File: src/rtl/enemy_march_if.sv
// enemy_march_if: control/status bundle between game control and the march
// pacing timer.
//   master : drives enable, frame_tick, kill, wave_clear; observes outputs
//   slave  : the timer; observes the controls, drives mueva, march_phase,
//            speed_level and frame_cnt
interface enemy_march_if;
    logic       enable;
    logic       frame_tick;
    logic       kill;
    logic       wave_clear;
    logic       mueva;
    logic       march_phase;
    logic [3:0] speed_level;
    logic [7:0] frame_cnt;

    modport master (
        output enable, frame_tick, kill, wave_clear,
        input  mueva, march_phase, speed_level, frame_cnt
    );

    modport slave (
        input  enable, frame_tick, kill, wave_clear,
        output mueva, march_phase, speed_level, frame_cnt
    );
endinterface

File: src/rtl/enemy_march_timer.sv
// enemy_march_timer: paces enemy formation stepping. Counts video frames and
// emits a one-cycle mueva strobe every "period" frames; the period shrinks as
// kills raise the speed level.
// Ports:
//   clk    : system clock
//   reset  : synchronous, active-high
//   bus    : enemy_march_if.slave
//            in  enable, frame_tick, kill, wave_clear
//            out mueva (move strobe), march_phase (toggles per move),
//                speed_level (0..MAX_LEVEL), frame_cnt (frames this period)
module enemy_march_timer #(
    parameter int BASE_FRAMES     = 30,
    parameter int STEP_FRAMES     = 3,
    parameter int MIN_FRAMES      = 4,
    parameter int KILLS_PER_LEVEL = 5,
    parameter int MAX_LEVEL       = 8
) (
    input  logic          clk,
    input  logic          reset,
    enemy_march_if.slave  bus
);
    localparam int KW = (KILLS_PER_LEVEL > 1) ? $clog2(KILLS_PER_LEVEL) : 1;

    typedef enum logic [1:0] {IDLE = 2'd0, RUN = 2'd1, PAUSE = 2'd2} state_t;

    state_t        state_q, state_d;
    logic          mueva_q, mueva_d;
    logic          phase_q, phase_d;
    logic [3:0]    level_q, level_d;
    logic [7:0]    cnt_q, cnt_d;
    logic [KW-1:0] kcnt_q, kcnt_d;

    int            raw;
    logic [7:0]    period;
    logic          tick_ok;
    logic          fire;

    // Period from the registered level; int arithmetic keeps raw from wrapping
    // when level*STEP exceeds BASE.
    always_comb begin
        raw    = BASE_FRAMES - int'(level_q) * STEP_FRAMES;
        period = (raw < MIN_FRAMES) ? 8'(MIN_FRAMES) : raw[7:0];
    end

    // State register
    always_ff @(posedge clk) begin
        if (reset) state_q <= IDLE;
        else       state_q <= state_d;
    end

    // Next-state logic
    always_comb begin
        state_d = state_q;
        if (bus.wave_clear) begin
            state_d = IDLE;
        end else begin
            case (state_q)
                IDLE:    if (bus.enable)  state_d = RUN;
                RUN:     if (!bus.enable) state_d = PAUSE;
                PAUSE:   if (bus.enable)  state_d = RUN;
                default: state_d = IDLE;
            endcase
        end
    end

    // Datapath next values. Ticks count only when the pre-edge state is RUN
    // and enable is still high; >= lets a period that shrank below the
    // current count fire on the next tick.
    always_comb begin
        tick_ok = (state_q == RUN) && bus.enable && bus.frame_tick;
        fire    = tick_ok && (cnt_q >= period - 8'd1);

        mueva_d = fire;
        phase_d = phase_q ^ fire;
        cnt_d   = cnt_q;
        if (tick_ok) cnt_d = fire ? 8'd0 : cnt_q + 8'd1;

        kcnt_d  = kcnt_q;
        level_d = level_q;
        if (bus.kill) begin
            if (kcnt_q == KW'(KILLS_PER_LEVEL - 1)) begin
                kcnt_d = '0;
                if (level_q < 4'(MAX_LEVEL)) level_d = level_q + 4'd1;
            end else begin
                kcnt_d = kcnt_q + KW'(1);
            end
        end

        // wave_clear restores initial speed and drops any pending fire or kill
        if (bus.wave_clear) begin
            mueva_d = 1'b0;
            phase_d = 1'b0;
            cnt_d   = '0;
            kcnt_d  = '0;
            level_d = '0;
        end
    end

    always_ff @(posedge clk) begin
        if (reset) begin
            mueva_q <= 1'b0;
            phase_q <= 1'b0;
            cnt_q   <= '0;
            kcnt_q  <= '0;
            level_q <= '0;
        end else begin
            mueva_q <= mueva_d;
            phase_q <= phase_d;
            cnt_q   <= cnt_d;
            kcnt_q  <= kcnt_d;
            level_q <= level_d;
        end
    end

    assign bus.mueva       = mueva_q;
    assign bus.march_phase = phase_q;
    assign bus.speed_level = level_q;
    assign bus.frame_cnt   = cnt_q;
endmodule

File: src/flat_wrapper.sv
// flat-port wrapper written by rule: the top's interface ports become plain ports
module enemy_march_timer_flat 
#(
    parameter int BASE_FRAMES     = 30,
    parameter int STEP_FRAMES     = 3,
    parameter int MIN_FRAMES      = 4,
    parameter int KILLS_PER_LEVEL = 5,
    parameter int MAX_LEVEL       = 8
)
  (clk, reset, bus_enable, bus_frame_tick, bus_kill, bus_wave_clear, bus_mueva, bus_march_phase, bus_speed_level, bus_frame_cnt);
  enemy_march_if bus_i ();
  input  logic clk;
  input  logic reset;
  input wire logic [$bits(bus_i.enable)-1:0] bus_enable;
  input wire logic [$bits(bus_i.frame_tick)-1:0] bus_frame_tick;
  input wire logic [$bits(bus_i.kill)-1:0] bus_kill;
  input wire logic [$bits(bus_i.wave_clear)-1:0] bus_wave_clear;
  output wire logic [$bits(bus_i.mueva)-1:0] bus_mueva;
  output wire logic [$bits(bus_i.march_phase)-1:0] bus_march_phase;
  output wire logic [$bits(bus_i.speed_level)-1:0] bus_speed_level;
  output wire logic [$bits(bus_i.frame_cnt)-1:0] bus_frame_cnt;
  assign bus_i.enable = bus_enable;
  assign bus_i.frame_tick = bus_frame_tick;
  assign bus_i.kill = bus_kill;
  assign bus_i.wave_clear = bus_wave_clear;
  assign bus_mueva = bus_i.mueva;
  assign bus_march_phase = bus_i.march_phase;
  assign bus_speed_level = bus_i.speed_level;
  assign bus_frame_cnt = bus_i.frame_cnt;
  enemy_march_timer #(.BASE_FRAMES(BASE_FRAMES), .STEP_FRAMES(STEP_FRAMES), .MIN_FRAMES(MIN_FRAMES), .KILLS_PER_LEVEL(KILLS_PER_LEVEL), .MAX_LEVEL(MAX_LEVEL)) u_core (.clk(clk), .reset(reset), .bus(bus_i));
endmodule
File: config.mk
export PLATFORM = sky130hd
export DESIGN_NAME = enemy_march_timer_flat
export DESIGN_NICKNAME = d
export VERILOG_FILES = /design/src/rtl/enemy_march_if.sv /design/src/rtl/enemy_march_timer.sv /design/src/flat_wrapper.sv
export SDC_FILE = /design/constraint.sdc
export NUM_CORES = 1
export LEC_CHECK = 0
export CAP_MARGIN = 20
export CELL_PAD_IN_SITES_DETAIL_PLACEMENT = 0
export CELL_PAD_IN_SITES_GLOBAL_PLACEMENT = 1
export CORE_MARGIN = 2
export CORE_UTILIZATION = 28
export CTS_CLUSTER_SIZE = 30
export DETAILED_ROUTE_END_ITERATION = 6
export PLACE_DENSITY_LB_ADDON = 0.1
export RECOVER_POWER = 50
export SLEW_MARGIN = 10
export SYNTH_ARGS = -nofsm -noshare
export SYNTH_HDL_FRONTEND = slang
export SYNTH_SLANG_ARGS = --single-unit
File: constraint.sdc
create_clock -name clk -period 10.7 [get_ports clk]
set_input_delay 2.14 -clock clk [delete_from_list [all_inputs] [get_ports clk]]
set_output_delay 2.14 -clock clk [all_outputs]
set_load 0.05 [all_outputs]
**Yosys cells after proc, flatten, opt, wreduce, memory -nomap -nowiden**

Cells that the tools add are included.

- Memories: 0
- Bits of input ports: 6
- Output and inout port bits: 14
- RAM bits: 0
- Logic and storage cells: 35
- Bits in read-only memories: 0
- Flip-flop bits (word level): 19
- Latch bits: 0

- Shift-type cells: 0
- $mul: 1
- Add/sub/neg operators: 5
- Mux-type cells: 6
- Eq/ne operators: 5
- Div/mod/pow operators: 0
- Reductions and logical operators: 8
- $lt $le $gt $ge: 3
- Bitwise operators: 1

Operators by type and width:

| operator | number |
|---|---|
| $lt 32x4->1 const B | 1 |
| $sub 6x32->32 const A | 1 |
| $mux 8 | 2 |
| $add 8x1->8 const B | 1 |
| $ge 8x8->1 | 1 |
| $sub 8x1->8 const B | 1 |
| $mul 4x2->6 const B | 1 |
| $add 4x1->4 const B | 1 |
| $lt 4x4->1 const B | 1 |
| $mux 2 | 2 |
| $pmux 2 s2 | 1 |
| $reduce_or 2->1 | 2 |
| $add 3x1->3 const B | 1 |
| $eq 3x3->1 const B | 1 |
| $logic_and 1x1->1 | 3 |
| $mux 3 | 1 |
| $reduce_and 3->1 | 1 |
| $eq 2x1->1 const B | 1 |
| $eq 2x2->1 const B | 1 |
| $logic_not 2->1 | 1 |
| $ne 2x1->1 const B | 1 |
| $ne 2x2->1 const B | 1 |
| $reduce_and 2->1 | 1 |
| $xor 1x1->1 | 1 |

**Logic depth before layout (Yosys ltp)**

Gate-level depths: netlist of the first run.

- Depth in word-level cells: 8
- Mapped depth: 21
- Depth with buffers taken out: 20

**Least setup slack after synthesis of the first run**

OpenSTA, ideal clock, no wires.

- Path kind: register to register
- From: register u_core.level_q[0], in the netlist u_core.bus.speed_level[0]
- To: register u_core.cnt_q[0], in the netlist u_core.bus.frame_cnt[0]
- Data required time: 10.628 ns
- Buffers on the path: 1
- Data arrival time: 4.850 ns
- Clock period less this slack: 4.922 ns
- Setup time: 0.072 ns
- Stages on the path, launching flop included: 22
- Setup slack: 5.778 ns
- Path through: dfxtp_1 -> ha_1 -> fa_1 -> nand3b_1 -> nor2_1 -> nand3_1 -> ha_1 -> nand2b_1 -> nor4_1 -> ha_1 -> clkbuf_1 -> nor4b_2 -> nand2_1 -> nor2_1 -> nor3b_1 -> a21oi_1 -> ha_1 -> a21o_1 -> a21o_1 -> a221oi_1 -> o21ai_1 -> a21oi_1

- Word-level cells in the longest chain between the ends: 8

Ends and longest elaborated chain:

| what | RTL line | text |
|---|---|---|
| start, declared | enemy_march_timer.sv:29 | `logic [3:0] level_q, level_d;` |
| start signal, assigned | enemy_march_timer.sv:111 | `level_q <= level_d;` |
| $mul 4x2->6 (*) | enemy_march_timer.sv:41 | `raw = BASE_FRAMES - int'(level_q) * STEP_FRAMES;` |
| $sub 6x32->32 (*) | enemy_march_timer.sv:41 |  |
| $lt 32x4->1 | enemy_march_timer.sv:42 | `period = (raw < MIN_FRAMES) ? 8'(MIN_FRAMES) : raw[7:0];` |
| $mux 8 (*) | enemy_march_timer.sv:42 |  |
| $sub 8x1->8 (*) | enemy_march_timer.sv:71 | `fire = tick_ok && (cnt_q >= period - 8'd1);` |
| $ge 8x8->1 (*) | enemy_march_timer.sv:71 |  |
| $logic_and 1x1->1 (*) | enemy_march_timer.sv:71 |  |
| $mux 8 (*) | enemy_march_timer.sv:76 | `if (tick_ok) cnt_d = fire ? 8'd0 : cnt_q + 8'd1;` |
| end signal, assigned | enemy_march_timer.sv:109 | `cnt_q <= cnt_d;` |
| end, declared | enemy_march_timer.sv:30 | `logic [7:0] cnt_q, cnt_d;` |

Every way passes the cells marked *; elsewhere a longest branch is shown, timed or not.
A chain may end at the register's enable or synchronous reset.

**Final worst setup path of the first run**

Same ends and word-level chain as after synthesis.

==> metrics.cfg, run 1 <==
[place]
port_buffers=19
dp_cells=246
dp_slack_ns=5.43
globalplace.congestion=0.758
dpl.hpwl_um=2330

[pwr]
p_comb_frac=0.044
power.share.sequential=0.567
ir_worst_vdd_mv=0.0551
switching_power_mw=0.0266
intPower_mw=0.0997
switching_share=0.211
leakagePower_nw=0.685
clockPowerShare=0.389
power_density_nw_per_um2=74.9

[setup_path]
crit_slowest_cell=fa_1
worst_path_most_repeated_cell=ha_1
startpoint_type=register
path_cells=ha_1 > fa_1 > nand3b_1 > nor2_1 > nand3_1 > ha_1 > nand2b_1 > nor4_1 > ha_1 > nor4b_2 > nand2_1 > nor2_1 > nor3b_1 > a21oi_1 > ha_1 > a21o_1 > a21o_1 > a221oi_1 > o21ai_1 > a21oi_1
cp_num_buf_inv=0
cp-startpoint=u_core.bus.speed_level[0]
crit_fanout=9
cp.required_ns=10.88
crit_type=reg -> reg
cp_top_family=adder cells
end_kind=register
r2r-start=u_core.bus.speed_level[0]
worst_path_largest_cell_delay_ns=0.59
cp.arrival_ns=5.42

[layout]
register_area_sq_um=380
nets=210
drive_above_1_share=0.0492
n_antenna_cell=0
finalNonFillerCells=250
multiInputGateArea_sq_um=967
area_delta_synth_final_pct=22.4
fill_cells=500

[timing]
slew_headroom=0.595
finalSetupTns_ns=0
period_share=0.490
rsz0062_at_grt=no
report.final.slew_viol_count=0
worstMarginPinSlew_ns=0.606
setup_viol=0
layout_setup_ws_ns=5.46
max_freq_mhz=191
finalClockSkew_ns=0.00311
min_period_ns=5.24
hold_violations=0

[logic_synthesis]
ys.flop_type=dfxtp_1
syn_area_per_cell_sq_um=8.45
synth_seq_area_share=0.276
ys_warn_count=0
synth_top_area_frac=0.276
synth_edf_count=0
synthArstFlopShare=0
synth.area.top_cells=dfxtp_1 28%, ha_1 17%, xnor2_1 5.7%, xor2_1 5.7%, nor2_1 5.2%
synth_cells=163
netlist_area_sq_um=1380
ys_ff_latch=19
synth_top_cell_by_area=dfxtp_1
ys_types=39
yosys-top-cells-count=19 x dfxtp_1, 19 x ha_1, 19 x nor2_1, 16 x nand2_1, 10 x a21oi_1
syn_nets=189

[clock_network]
path_clk_slew_ns=0.07
cts_root_buffer=clkbuf_8
cts_buffer_depth=2
cts_made_buffers=3
cts_tree=done
ctsHtreeMaxLevel=1
cts.repair.resized=0
clock_latency_ns=0.25
cts.sinks=19
hold_buffers=0
cts_setup_buffers=0

[status]
status=finished, final reports clean

[global_routing]
overflow=0
grt_pass1_wl_um=5200
grt_pass1_vias=1129
antenna_found_initial=0
grt_max_degree=12
grt_usage=0.119

[flow_run]
cap_violations=0

[route]
drt_wl_total_um=2940
avgViaCountPerCell=4.71
route.detailed.drc=0
wire_per_inst_um=11.8
drt_pre_antenna_iters=4
antenna_left=0
via_count=1177
drt-initial-drc-count=56

[die]
ioPinCount=20
die_area_sq_um=5500
chipWidth_um=74.1
start_util=0.292
die_h_um=74.1
fp-row-count=25
design.core.area_sq_um=4720

[min_path]
hold_start=u_core.bus.march_phase
min_path_type=reg -> reg

[flip-flops by register name, indices dropped and copies added (netlist names)]
signal and count:
u_core.bus.speed_level 4, u_core.kcnt_q 3, u_core.state_q 2, u_core.bus.mueva 1
u_core.bus.march_phase 1, u_core.bus.frame_cnt 8
[power groups by stage]
stage / clock (mW) / combinational, mW / sequential (mW)
5_1_grt: 0.0558 / 0.00637 / 0.0716
3_3_place_gp: 0 / 0.00575 / 0.0732
6_report: 0.0491 / 0.00557 / 0.0716
4_1_cts: 0.0524 / 0.00592 / 0.0715
2_1_floorplan: 0 / 0.00276 / 0.0732
3_5_place_dp: 0 / 0.00587 / 0.0732
[per-layer routing]
layer	wire, um	GRT usage	up-vias
li1	-	-	613
met1	1410	0.159	550
met2	1450	0.195	14
met3	76	0.0352	0
met5	0	0	-
met4	0	0.0182	0
[through the flow]
step	power [mW]	util	hold WS (ns)	instance area, sq um
after CTS	0.130	0.357	0.499	1690
after global routing	0.134	0.357	0.526	1690
final	0.126	0.357	0.486	1690
after global placement	0.0789	0.347	0.482	1640
after floorplan	0.0760	-	0.467	1380
after detailed placement	0.0791	0.347	0.487	1640
[tightest hold or removal path, stage by stage (launching register included)]
cell and delay [ns]:
dfxtp_1 0.32, o21ai_0 0.07, a21oi_1 0.06
[area by class of cell]
type	instances	area share
timing repair buffer	19	0.113
sequential	19	0.226
clock buffer	3	0.0245
inverter	5	0.0111
tap	67	0.0497
multi-input combinational	136	0.573
clock inverter	1	0.00297
[kinds of logic (layout without fill, tap and decap cells)]
family	after synthesis	after routing	synth area share
adders and majority gates	20	20	0.187
xor gates and xnor gates	18	18	0.114
muxes	1	1	0.00727
AOI/OAI and AO/OA	25	25	0.121
DFF	19	19	0.276
and+or+nand+nor	72	72	0.272
buffers and inverters	8	28	0.0218
[cells in the final DEF, fill, tap and decap left out, drive strengths merged, types with 3 or more instances in the layout]
cell type / n
a21o: 3
a21oi: 10
clkbuf: 3
clkdlybuf4s50: 10
dfxtp: 19
dlygate4sd3: 9
ha: 19
inv: 5
nand2: 16
nand2b: 7
nand3: 7
nand4: 3
nor2: 20
nor3: 4
o21ai: 4
xnor2: 9
xor2: 9
[final timing paths]
| check | end | slack, ns | cells past startpoint |
|---|---|---|---|
| worst max-delay path | u_core.bus.frame_cnt[0] | 5.46 | 20 |
| worst min-delay path | u_core.bus.march_phase | 0.49 | 2 |
| worst max register to register | u_core.bus.frame_cnt[0] | 5.46 | 20 |
| worst min register to register | u_core.bus.march_phase | 0.49 | 2 |
Power figures use the tool's default switching activity.
==> inputs of run 2 (changes only) <==
clock period = 4.8 ns   (was 10.7 ns; I/O delays follow)
==> metrics.cfg, run 2 (same netlist as run 1, synthesis figures left out) <==
[place]
port_buffers=19
globalplace.congestion=0.767
dpl.hpwl_um=2360
dp_cells=253

[global_routing]
antenna_found_initial=0
grt_pass1_vias=1123
overflow=0
grt_usage=0.121
grt_pass1_wl_um=5270
grt_max_degree=12

[clock_network]
ctsHtreeMaxLevel=1
cts_made_buffers=3
cts.sinks=19
cts_root_buffer=clkbuf_8
cts_setup_buffers=0
cts_buffer_depth=2
path_clk_slew_ns=0.08
clock_latency_ns=0.26
cts_tree=done

[die]
die_h_um=74.1
design.core.area_sq_um=4720
ioPinCount=20
chipWidth_um=74.1
die_area_sq_um=5500
fp-row-count=25
start_util=0.292

[setup_path]
worst_path_most_repeated_cell=ha_1
crit_type=reg -> reg
cp_top_family=adder cells
crit_slowest_cell=fa_1
cp.required_ns=5.00
path_cells=ha_1 > fa_1 > nand3b_1 > nor2_1 > nand3_1 > ha_1 > nand2b_1 > nor4_2 > ha_2 > nor4b_2 > nand2_1 > nor2_1 > nor3b_1 > a21oi_1 > ha_1 > a21o_1 > a21o_1 > a221oi_2 > buf_4 > o21ai_0 > a21oi_1
end_kind=register
cp_num_buf_inv=1
cp.arrival_ns=4.63
crit_fanout=9
startpoint_type=register
worst_path_largest_cell_delay_ns=0.51

[timing]
max_freq_mhz=225
min_period_ns=4.44
report.final.slew_viol_count=0
rsz0062_at_grt=no
worstMarginPinSlew_ns=0.614
hold_violations=0
finalClockSkew_ns=0.00316
period_share=0.924
finalSetupTns_ns=0
setup_viol=0
slew_headroom=0.590

[pwr]
switching_power_mw=0.0640
switching_share=0.223
clockPowerShare=0.398
power_density_nw_per_um2=163
intPower_mw=0.222
p_comb_frac=0.045
ir_worst_vdd_mv=0.142
leakagePower_nw=0.725
power.share.sequential=0.557

[route]
drt-initial-drc-count=36
route.detailed.drc=0
wire_per_inst_um=11.5
drt_wl_total_um=2950
antenna_left=0
avgViaCountPerCell=4.72
via_count=1212
drt_pre_antenna_iters=4

[layout]
area_delta_synth_final_pct=27.8
n_antenna_cell=0
final_cell_mix=19 x nor2_1, 18 x ha_1, 17 x dfxtp_1
final_common_cell=nor2_1
largest_reg_flops=8
multiInputGateArea_sq_um=986
finalNonFillerCells=257
nets=217
fill_cells=494
drive_above_1_share=0.121
register_area_sq_um=383

[flow_run]
cap_violations=0

[status]
status=finished, final reports clean

[min_path]
min_path_type=reg -> reg

## run 2: changes by cell type in the layout (fill, tap and decap cells not counted), sizes merged
cell,previous run,this run
buf,0,7
## run 2: power by group through the flow
stage / registers, mW / clock network (mW) / logic [mW]
floorplan: 0.163 / 0 / 0.00616
global placement: 0.163 / 0 / 0.0130
detailed placement: 0.163 / 0 / 0.0130
CTS: 0.159 / 0.119 / 0.0131
global route: 0.160 / 0.128 / 0.0146
finish: 0.159 / 0.114 / 0.0129
## run 2: tightest hold or removal path: cells and delay by family, from the launching register on
family / cells / cell delay (ns)
DFF: 1 / 0.32
AOI/OAI and AO/OA: 2 / 0.14
## run 2: worst paths after layout
| path | startpoint | to | slack [ns] | depth (start not counted) |
|---|---|---|---|---|
| hold / removal | u_core.bus.march_phase | u_core.bus.march_phase | 0.50 | 2 |
| setup / recovery | u_core.bus.speed_level[1] | u_core.bus.march_phase | 0.36 | 21 |
| setup reg to reg | u_core.bus.speed_level[1] | u_core.bus.march_phase | 0.36 | 21 |
| hold reg to reg | u_core.bus.march_phase | u_core.bus.march_phase | 0.50 | 2 |
## run 2: routing by layer
metal	routed length, um	vias to the layer above	GRT usage
met3	98	0	0.0352
met2	1360	20	0.189
met5	0	-	0
met4	0	0	0.0182
met1	1490	561	0.168
li1	-	631	-
## run 2: area by class of cell
cell class	count	area share
multi-input combinational	136	0.560
sequential	19	0.217
timing repair buffer	26	0.138
tap	67	0.0476
clock buffer	3	0.0235
inverter	5	0.0107
clock inverter	1	0.00284
## run 2: repair_timing
item,CTS,global route
hold buffers,0,0
endpoints found under the setup margin,0,10
resized for setup,0,4
endpoints found under the hold margin,0,0
## run 2: per-stage QoR
step / area (sq um) / hold WS [ns] / worst slack [ns] / utilization / power (mW)
2_1_floorplan: 1380 / 0.467 / 0.0579 / - / 0.169
3_3_place_gp: 1700 / 0.475 / 0.331 / 0.359 / 0.176
3_5_place_dp: 1700 / 0.501 / 0.200 / 0.359 / 0.176
4_1_cts: 1740 / 0.514 / 0.146 / 0.369 / 0.292
5_1_grt: 1760 / 0.525 / 0.00832 / 0.373 / 0.303
6_report: 1760 / 0.500 / 0.363 / 0.373 / 0.286
==> inputs of run 3 (changes only) <==
PLACE_DENSITY_LB_ADDON = 0.25   (was 0.1)
==> metrics.cfg, run 3 (same netlist as run 1, synthesis figures left out) <==
[setup_path]
r2r-end=u_core.bus.march_phase
crit_slowest_cell=fa_2
cp.required_ns=4.95
crit_type=reg -> reg
end_kind=register
r2r-start=u_core.bus.speed_level[1]
worst_path_largest_cell_delay_ns=0.59
crit_fanout=5
startpoint_type=register
path_cells=ha_4 > fa_2 > nand3b_1 > nor2_1 > nand3_1 > ha_1 > nand2b_4 > nor4_4 > ha_1 > nor4b_4 > buf_4 > nand3_1 > xor2_1 > ha_1 > and4_1 > a221oi_4 > buf_4 > or3_4 > a21oi_1
cp.arrival_ns=4.66
rr_worst_depth=19
worst_path_most_repeated_cell=ha_1
r2r_setup_slack_ns=0.28

[place]
dp_slack_ns=-0.0651
dpl.hpwl_um=2420
globalplace.congestion=0.735
port_buffers=19

[die]
chipWidth_um=74.1
fp-row-count=25
start_util=0.292
die_h_um=74.1
design.core.area_sq_um=4720
ioPinCount=20
die_area_sq_um=5500

[min_path]
min_path_type=reg -> reg
whs_endpoint=u_core.kcnt_q[0]
hold_depth=2
hold_start=u_core.kcnt_q[0]

[clock_network]
hold_buffers=0
cts_made_buffers=3
ctsHtreeMaxLevel=1
cts_root_buffer=clkbuf_8
cts.sinks=19
cts_buffer_depth=2
cts_tree=done
path_clk_slew_ns=0.07
clock_latency_ns=0.26

[timing]
slew_headroom=0.600
period_share=0.941
hold_violations=0
report.final.slew_viol_count=0
max_freq_mhz=221
worstMarginPinSlew_ns=0.599
hold_slack_ns=0.504
finalClockSkew_ns=0.00121
layout_setup_ws_ns=0.285
setup_viol=0
min_period_ns=4.52

[global_routing]
overflow=0
grt_usage=0.123
antenna_found_initial=0
grt_pass1_vias=1215
grt_pass1_wl_um=5310
grt_max_degree=12

[pwr]
leakagePower_nw=0.762
power_density_nw_per_um2=151
ir_worst_vdd_mv=0.115

[flow_run]
cap_violations=0

[route]
route.detailed.drc=0
drt_pre_antenna_iters=4
avgViaCountPerCell=4.64
drt_wl_total_um=3100
antenna_left=0
wire_per_inst_um=11.8
via_count=1220
drt-initial-drc-count=32

[layout]
drive_above_1_share=0.204
area_delta_synth_final_pct=37.5
final_cell_mix=18 x nor2_1, 18 x ha_1, 16 x nand2_1, 16 x dfxtp_1, 13 x buf_4
largest_reg_flops=8
n_antenna_cell=0
nets=223

[status]
status=finished, final reports clean

[run 3: changes by cell type in the layout (fill, tap and decap cells not counted), moves of 2 or more]
cell     delta
a21oi_1     -2
buf_4       +6
a21oi_2     +2
o21ai_0     -2
[run 3: final cells by class]
class	instances	area, sq um
sequential	19	387
clock buffer	3	41.3
clock inverter	1	5.00
tap	67	83.8
timing repair buffer	32	288
inverter	5	18.8
fill	482	2830
multi-input combinational	136	1070
[run 3: report_power, final]
group	switching (mW)	total, mW	internal (mW)
Combinational	0.00670	0.0130	0.00627
Sequential	0.000934	0.159	0.158
Clock	0.0559	0.114	0.0578
[run 3: repair_timing]
item,4_1_cts,5_1_grt
setup endpoints to repair,8,10
pin swaps,0,19
gates resized for setup,2,20
buffers inserted,0,7
[run 3: worst max-delay path by stage]
stage | startpoint | endpoint
after floorplan | u_core.bus.speed_level[2] | u_core.bus.frame_cnt[0]
after global placement | u_core.bus.speed_level[1] | u_core.bus.frame_cnt[0]
after detailed placement | u_core.bus.speed_level[1] | u_core.bus.frame_cnt[1]
after CTS | u_core.bus.speed_level[1] | u_core.bus.march_phase
after global routing | u_core.bus.speed_level[1] | u_core.bus.frame_cnt[0]
final | u_core.bus.speed_level[1] | u_core.bus.march_phase
[run 3: critical path, delay by kind of cell (launching register included)]
kind	cells	cell delay, ns
xor+xnor	1	0.18
simple gates	9	1.43
fa+ha+maj	5	1.69
buf+inv	2	0.35
flops	1	0.37
compound gates	2	0.37
[run 3: routing by layer]
| metal | up-vias | track usage | routed length [um] |
|---|---|---|---|
| li1 | 638 | - | - |
| met1 | 564 | 0.143 | 1400 |
| met2 | 16 | 0.226 | 1580 |
| met3 | 2 | 0.0325 | 96 |
| met4 | 0 | 0.0242 | 18 |
| met5 | - | 0 | 0 |
[run 3: per-stage QoR]
| stage | utilization | TNS, ns | std cells | power (mW) | cell area (sq um) |
|---|---|---|---|---|---|
| 6_report | 0.401 | 0 | 263 | 0.286 | 1890 |
| 5_1_grt | 0.401 | -0.00888 | 263 | 0.298 | 1890 |
| 4_1_cts | 0.369 | 0 | 256 | 0.291 | 1740 |
| 3_5_place_dp | 0.357 | -0.181 | 252 | 0.176 | 1690 |
| 3_3_place_gp | 0.357 | 0 | 252 | 0.176 | 1690 |
| 2_1_floorplan | - | 0 | 163 | 0.169 | 1380 |
